### config.mk
export PLATFORM = sky130hd
export DESIGN_NAME = mc_controller
export DESIGN_NICKNAME = d
export VERILOG_FILES = /design/src/rtl/mc_controller.sv
export SDC_FILE = /design/constraint.sdc
export NUM_CORES = 1
export LEC_CHECK = 0
export CELL_PAD_IN_SITES_DETAIL_PLACEMENT = 1
export CELL_PAD_IN_SITES_GLOBAL_PLACEMENT = 1
export CORE_MARGIN = 2
export CORE_UTILIZATION = 24
export CTS_CLUSTER_DIAMETER = 60
export CTS_CLUSTER_SIZE = 25
export DETAILED_ROUTE_END_ITERATION = 10
export GPL_TIMING_DRIVEN = 0
export PLACE_DENSITY_LB_ADDON = 0.1
export RECOVER_POWER = 50
export SLEW_MARGIN = 10
export SYNTH_ARGS = -nofsm -noshare
export SYNTH_HDL_FRONTEND = slang
export SYNTH_SLANG_ARGS = --single-unit
### constraint.sdc
create_clock -name clk -period 2.5 [get_ports clk]
set_input_delay 0.75 -clock clk [delete_from_list [all_inputs] [get_ports clk]]
set_output_delay 0.75 -clock clk [all_outputs]
set_load 0.01 [all_outputs]
### src/rtl/mc_controller.sv
// -----------------------------------------------------------------------------
// mc_controller
// Main control unit of a multicycle RV32I-subset processor. A single Moore FSM
// steps each instruction through fetch, decode, and its execute and writeback
// states. Datapath selects and enables are decoded from the current state.
//
// Ports
//   clk          sole clock; state advances on the rising edge
//   rst_n        asynchronous active-low reset; forces the FETCH state
//   op           instr[6:0] opcode from the instruction register
//   funct3       instr[14:12]
//   funct7b5     instr[30]; selects sub for R-type funct3 000
//   zero         ALU zero flag, used for beq
//   imm_src      immediate format to extend stage (00 I, 01 S, 10 B, 11 J)
//   pc_write     PC load enable (jump/fetch, or taken branch)
//   ir_write     instruction register load enable
//   mem_write    data memory write enable
//   reg_write    register file write enable
//   adr_src      memory address select (0 PC, 1 ALU result)
//   result_src   result mux select
//   alu_src_a    ALU operand A select
//   alu_src_b    ALU operand B select
//   alu_control  ALU operation (000 add, 001 sub, 010 and, 011 or, 101 slt)
//   state        current state code, for debug
// -----------------------------------------------------------------------------
module mc_controller (
  input  logic       clk,
  input  logic       rst_n,
  input  logic [6:0] op,
  input  logic [2:0] funct3,
  input  logic       funct7b5,
  input  logic       zero,
  output logic [1:0] imm_src,
  output logic       pc_write,
  output logic       ir_write,
  output logic       mem_write,
  output logic       reg_write,
  output logic       adr_src,
  output logic [1:0] result_src,
  output logic [1:0] alu_src_a,
  output logic [1:0] alu_src_b,
  output logic [2:0] alu_control,
  output logic [3:0] state
);

  localparam logic [6:0] OP_LW   = 7'b0000011;
  localparam logic [6:0] OP_SW   = 7'b0100011;
  localparam logic [6:0] OP_R    = 7'b0110011;
  localparam logic [6:0] OP_IALU = 7'b0010011;
  localparam logic [6:0] OP_BEQ  = 7'b1100011;
  localparam logic [6:0] OP_JAL  = 7'b1101111;

  typedef enum logic [3:0] {
    S_FETCH    = 4'd0,
    S_DECODE   = 4'd1,
    S_MEMADR   = 4'd2,
    S_MEMREAD  = 4'd3,
    S_MEMWB    = 4'd4,
    S_MEMWRITE = 4'd5,
    S_EXECUTER = 4'd6,
    S_EXECUTEI = 4'd7,
    S_ALUWB    = 4'd8,
    S_BEQ      = 4'd9,
    S_JAL      = 4'd10
  } state_t;

  state_t     cur_state;
  state_t     nxt_state;

  logic       pc_update;
  logic       branch;
  logic       ir_write_raw;
  logic       mem_write_raw;
  logic       reg_write_raw;
  logic [1:0] alu_op;

  // State register; reset forces FETCH without waiting for a clock edge.
  always_ff @(posedge clk or negedge rst_n) begin
    if (!rst_n) begin
      cur_state <= S_FETCH;
    end else begin
      cur_state <= nxt_state;
    end
  end

  // Next-state logic; any undefined state code returns to FETCH.
  always_comb begin
    nxt_state = S_FETCH;
    case (cur_state)
      S_FETCH:  nxt_state = S_DECODE;
      S_DECODE: begin
        case (op)
          OP_LW, OP_SW: nxt_state = S_MEMADR;
          OP_R:         nxt_state = S_EXECUTER;
          OP_IALU:      nxt_state = S_EXECUTEI;
          OP_BEQ:       nxt_state = S_BEQ;
          OP_JAL:       nxt_state = S_JAL;
          default:      nxt_state = S_FETCH;
        endcase
      end
      S_MEMADR:   nxt_state = (op == OP_LW) ? S_MEMREAD : S_MEMWRITE;
      S_MEMREAD:  nxt_state = S_MEMWB;
      S_EXECUTER: nxt_state = S_ALUWB;
      S_EXECUTEI: nxt_state = S_ALUWB;
      S_JAL:      nxt_state = S_ALUWB;
      default:    nxt_state = S_FETCH;
    endcase
  end

  // Moore output decode from the current state.
  always_comb begin
    pc_update     = 1'b0;
    branch        = 1'b0;
    ir_write_raw  = 1'b0;
    mem_write_raw = 1'b0;
    reg_write_raw = 1'b0;
    adr_src       = 1'b0;
    result_src    = 2'b00;
    alu_src_a     = 2'b00;
    alu_src_b     = 2'b00;
    alu_op        = 2'b00;
    case (cur_state)
      S_FETCH: begin
        ir_write_raw = 1'b1;
        alu_src_b    = 2'b10;
        result_src   = 2'b10;
        pc_update    = 1'b1;
      end
      S_DECODE: begin
        alu_src_a = 2'b01;
        alu_src_b = 2'b01;
      end
      S_MEMADR: begin
        alu_src_a = 2'b10;
        alu_src_b = 2'b01;
      end
      S_MEMREAD: adr_src = 1'b1;
      S_MEMWB: begin
        result_src    = 2'b01;
        reg_write_raw = 1'b1;
      end
      S_MEMWRITE: begin
        adr_src       = 1'b1;
        mem_write_raw = 1'b1;
      end
      S_EXECUTER: begin
        alu_src_a = 2'b10;
        alu_op    = 2'b10;
      end
      S_EXECUTEI: begin
        alu_src_a = 2'b10;
        alu_src_b = 2'b01;
        alu_op    = 2'b10;
      end
      S_ALUWB: reg_write_raw = 1'b1;
      S_BEQ: begin
        alu_src_a = 2'b10;
        alu_op    = 2'b01;
        branch    = 1'b1;
      end
      S_JAL: begin
        alu_src_a = 2'b01;
        alu_src_b = 2'b10;
        pc_update = 1'b1;
      end
      default: begin
        pc_update = 1'b0;
      end
    endcase
  end

  // Write enables are held off while reset is asserted; the state register is
  // already FETCH then, so every other output shows its FETCH value.
  assign pc_write  = rst_n & (pc_update | (branch & zero));
  assign ir_write  = rst_n & ir_write_raw;
  assign mem_write = rst_n & mem_write_raw;
  assign reg_write = rst_n & reg_write_raw;

  // Immediate format, decoded from the opcode in every state.
  always_comb begin
    imm_src = 2'b00;
    case (op)
      OP_SW:   imm_src = 2'b01;
      OP_BEQ:  imm_src = 2'b10;
      OP_JAL:  imm_src = 2'b11;
      default: imm_src = 2'b00;
    endcase
  end

  // ALU decoder. Subtract for funct3 000 only on R-type (op[5]) with
  // funct7b5 set; an I-type addi with instr[30] set stays an add.
  always_comb begin
    alu_control = 3'b000;
    case (alu_op)
      2'b00: alu_control = 3'b000;
      2'b01: alu_control = 3'b001;
      2'b10: begin
        case (funct3)
          3'b000:  alu_control = (op[5] & funct7b5) ? 3'b001 : 3'b000;
          3'b010:  alu_control = 3'b101;
          3'b110:  alu_control = 3'b011;
          3'b111:  alu_control = 3'b010;
          default: alu_control = 3'b000;
        endcase
      end
      default: alu_control = 3'b000;
    endcase
  end

  assign state = cur_state;

endmodule

==> run_results.csv <==
group,metric,value,unit
layout,nFillCells,288,
critical_path,regToRegSetupSlack,1.20,ns
sta,slew_headroom,74.1,%
logic_synthesis,yosys_most_used_dff,"dfrtp_1",
drt,vias,734,
global_route,antenna_found_initial,0,
drt,wl_per_cell,14.0,um
sta,period_needed,2.57,ns
critical_path,end_kind,"primary output",
logic_synthesis,netlist_area,563,um2
sta,setup_viol,5,
sta,min_period_over_period,103,%
logic_synthesis,postSynthCellCount,72,
global_route,grt_usage,16.6,%
critical_path,critical_path_class,"flip-flop to primary output",
logic_synthesis,synth_area_leaders,"dfrtp_1 18%, and3_1 5.6%, nor2_1 4.7%, xnor2_1 4.7%, ha_1 4.4%",
die,die_h,52.4,um
logic_synthesis,async_reset_ff_share,100,%
layout,multi_input_area,475,um2
die,die-width,52.4,um
critical_path,worstSetupStartpoint,"state[0]$_DFF_PN0_",
drt,routed_via_density,5.10,
critical_path,startpoint_type,"flip-flop",
drt,antenna_left,0,
global_route,grt_overflow_total,0,
sta,worst_slack,-0.0708,ns
cts,htree_num_levels,1,
layout,drive_gt1_share,32.8,%
power,power,0.508,mW
sta,fmax,389,MHz
logic_synthesis,netlist.area_leader.share,17.8,%
logic_synthesis,synth_edf_count,0,
critical_path,required,1.75,ns
logic_synthesis,synth-seq-area-share,17.8,%
critical_path,crit_chain,"buf_6, inv_4, or3_4, ha_4, nor4bb_2, buf_2",
cts,insertion_delay,0.25,ns
sta,fin_tns_setup,-0.181,ns
layout,largest_reg_flops,4,
power,vdd_ir_drop_max,0.246,mV
drt,first_pass_iters,2,
min_path,hold_class,"primary input to async pin",
critical_path,worstPathMaxFanout,4,
die,design.die.area,2750,um2
run,cap_viol_max_count,0,
layout,antennaDiodeCount,0,
sta,hold_viol,0,
die,initial_utilization,25.5,%
cts,cts_sinks,4,
logic_synthesis,yosysWarnings,0,
power,p_leak,0.478,nW
logic_synthesis,ys_seq_elements,4,
layout,final_cells,144,
cts,clkTransAtPathRegs,0.04,ns
critical_path,r2r_start,"state[0]$_DFF_PN0_",
place,dp.cells,133,
place,numPortBuffers,33,
layout,area_growth,83.3,%
cts,cts_max_path_buffers,2,
global_route,grt_first_pass_wirelength,3330,um
power,powerDensity,492,nW/um2
logic_synthesis,netlist-cell-type-count,37,
cts,cts_tree,"built",
die,core_area,2210,um2
drt,dr.first_iter.drc_count,2,
logic_synthesis,syn_nets,88,
drt,drt-total-wl,2020,um
critical_path,crit_arrival,1.82,ns
sta,rsz0062_at_grt,"yes",
critical_path,cp_slowest_cell,"or3_4",
run_status,violations,"negative setup slack",
global_route,grt_max_degree,11,
drt,remaining_drc_errors,0,
layout,seq_area,101,um2
cts,cts_hold_buf,0,
sta,finalClockSkew,0.00537,ns
die,io_pins,34,
die,row_count,17,
critical_path,slowest_delay,0.41,ns
logic_synthesis,avgSynthCellArea,7.82,um2
sta,slew_viol_final,0,
logic_synthesis,yosysMostFrequentCell,"nor2_1",
logic_synthesis,synth_top_area_cell,"dfrtp_1",
cts,cts-root-buf,"clkbuf_4",
layout,fin_nets,134,
global_route,grt_pass1_vias,735,
sta,worst_pin_slew,0.379,ns
run_status,status,"finished with violations",
place,gp_congestion,0.778,
place,hpwlAfterDp,1430,um
sta,hold_slack,0.378,ns
cts,cts_made_buffers,3,
logic_synthesis,ys_top_cells_by_count,"7 x nor2_1, 5 x and3_1, 4 x dfrtp_1",
-- through the flow --
step | instance area (um2) | setup WS (ns) | util [%]
5_1_grt | 1030 | -0.162 | 46.7
3_5_place_dp | 928 | -0.575 | 42.0
6_report | 1030 | -0.0708 | 46.7
3_3_place_gp | 928 | -0.578 | 42.0
2_1_floorplan | 563 | 0.0303 | -
4_1_cts | 1030 | -0.101 | 46.5
-- routing by layer --
layer	GRT usage, %	part of all wire, %	vias up
met1	19.3	42	344
met5	0	0	-
li1	-	-	358
met4	10.3	2.6	0
met3	2.86	5.6	6
met2	27.9	50	26
-- worst max-delay path, delay by kind of cell, from the launching register on --
| kind | cells | cell delay [ns] |
|---|---|---|
| simple gates | 2 | 0.65 |
| flops | 1 | 0.35 |
| buf+inv | 3 | 0.31 |
| fa+ha+maj | 1 | 0.26 |
-- worst paths after layout --
path                       depth (start not counted)            endpoint
max reg2reg                                        5  state[1]$_DFF_PN0_
min reg2reg                                        2  state[0]$_DFF_PN0_
min                                                1  state[3]$_DFF_PN0_
min in group clk                                   2  state[0]$_DFF_PN0_
max in group asynchronous                          1  state[2]$_DFF_PN0_
max                                                6      alu_control[2]
-- repair_timing --
| item | 4_1_cts | 5_1_grt |
|---|---|---|
| pin swaps | 2 | 2 |
| buffers inserted | 8 | 0 |
| gates resized for setup | 57 | 11 |
| hold endpoints to repair | 0 | 0 |
| setup endpoints to repair | 14 | 11 |
-- layout make-up --
class                           count  share of cell area [%]
Multi-Input combinational cell     59                    46.1
Timing Repair Buffer               41                    33.0
Inverter                            5                    2.55
Buffer                              4                    3.03
Clock buffer                        3                    2.18
Tap cell                           28                    3.39
Sequential cell                     4                    9.82
-- kinds of logic (layout without fill, tap and decap cells) --
group,count (synthesis),after routing,synth area share [%]
adder cells (fa/ha/maj),2,2,4.44
AND/OR/NAND/NOR,38,38,42.9
buffers and inverters,9,53,8.67
multiplexers,1,1,2.00
AO/OA/AOI/OAI,15,15,19.6
XOR/XNOR,3,3,4.67
flip-flops,4,4,17.8
-- power by group --
part	switching, mW	internal, mW	total (mW)
clock	0.0305	0.0539	0.0844
combinational	0.163	0.178	0.342
sequential	0.00715	0.0748	0.0819
total	0.201	0.307	0.508
-- cells in the final DEF (no fill, tap or decap), types with 2 or more instances in the layout --
master	count
a21oi_1	3
and3_1	3
and3_4	2
and3b_1	2
and4b_1	2
buf_2	7
buf_4	9
buf_6	2
clkbuf_1	2
clkbuf_4	3
clkdlybuf4s50_1	11
dfrtp_1	3
dlygate4sd2_1	9
dlymetal6s2s_1	2
ha_4	2
inv_1	2
nand2_1	3
nor2_1	7
nor3_1	3
nor3b_1	2
o2111ai_1	2
o21a_1	2
xnor2_1	3
Note: power is estimated with default switching activity, not from simulation.
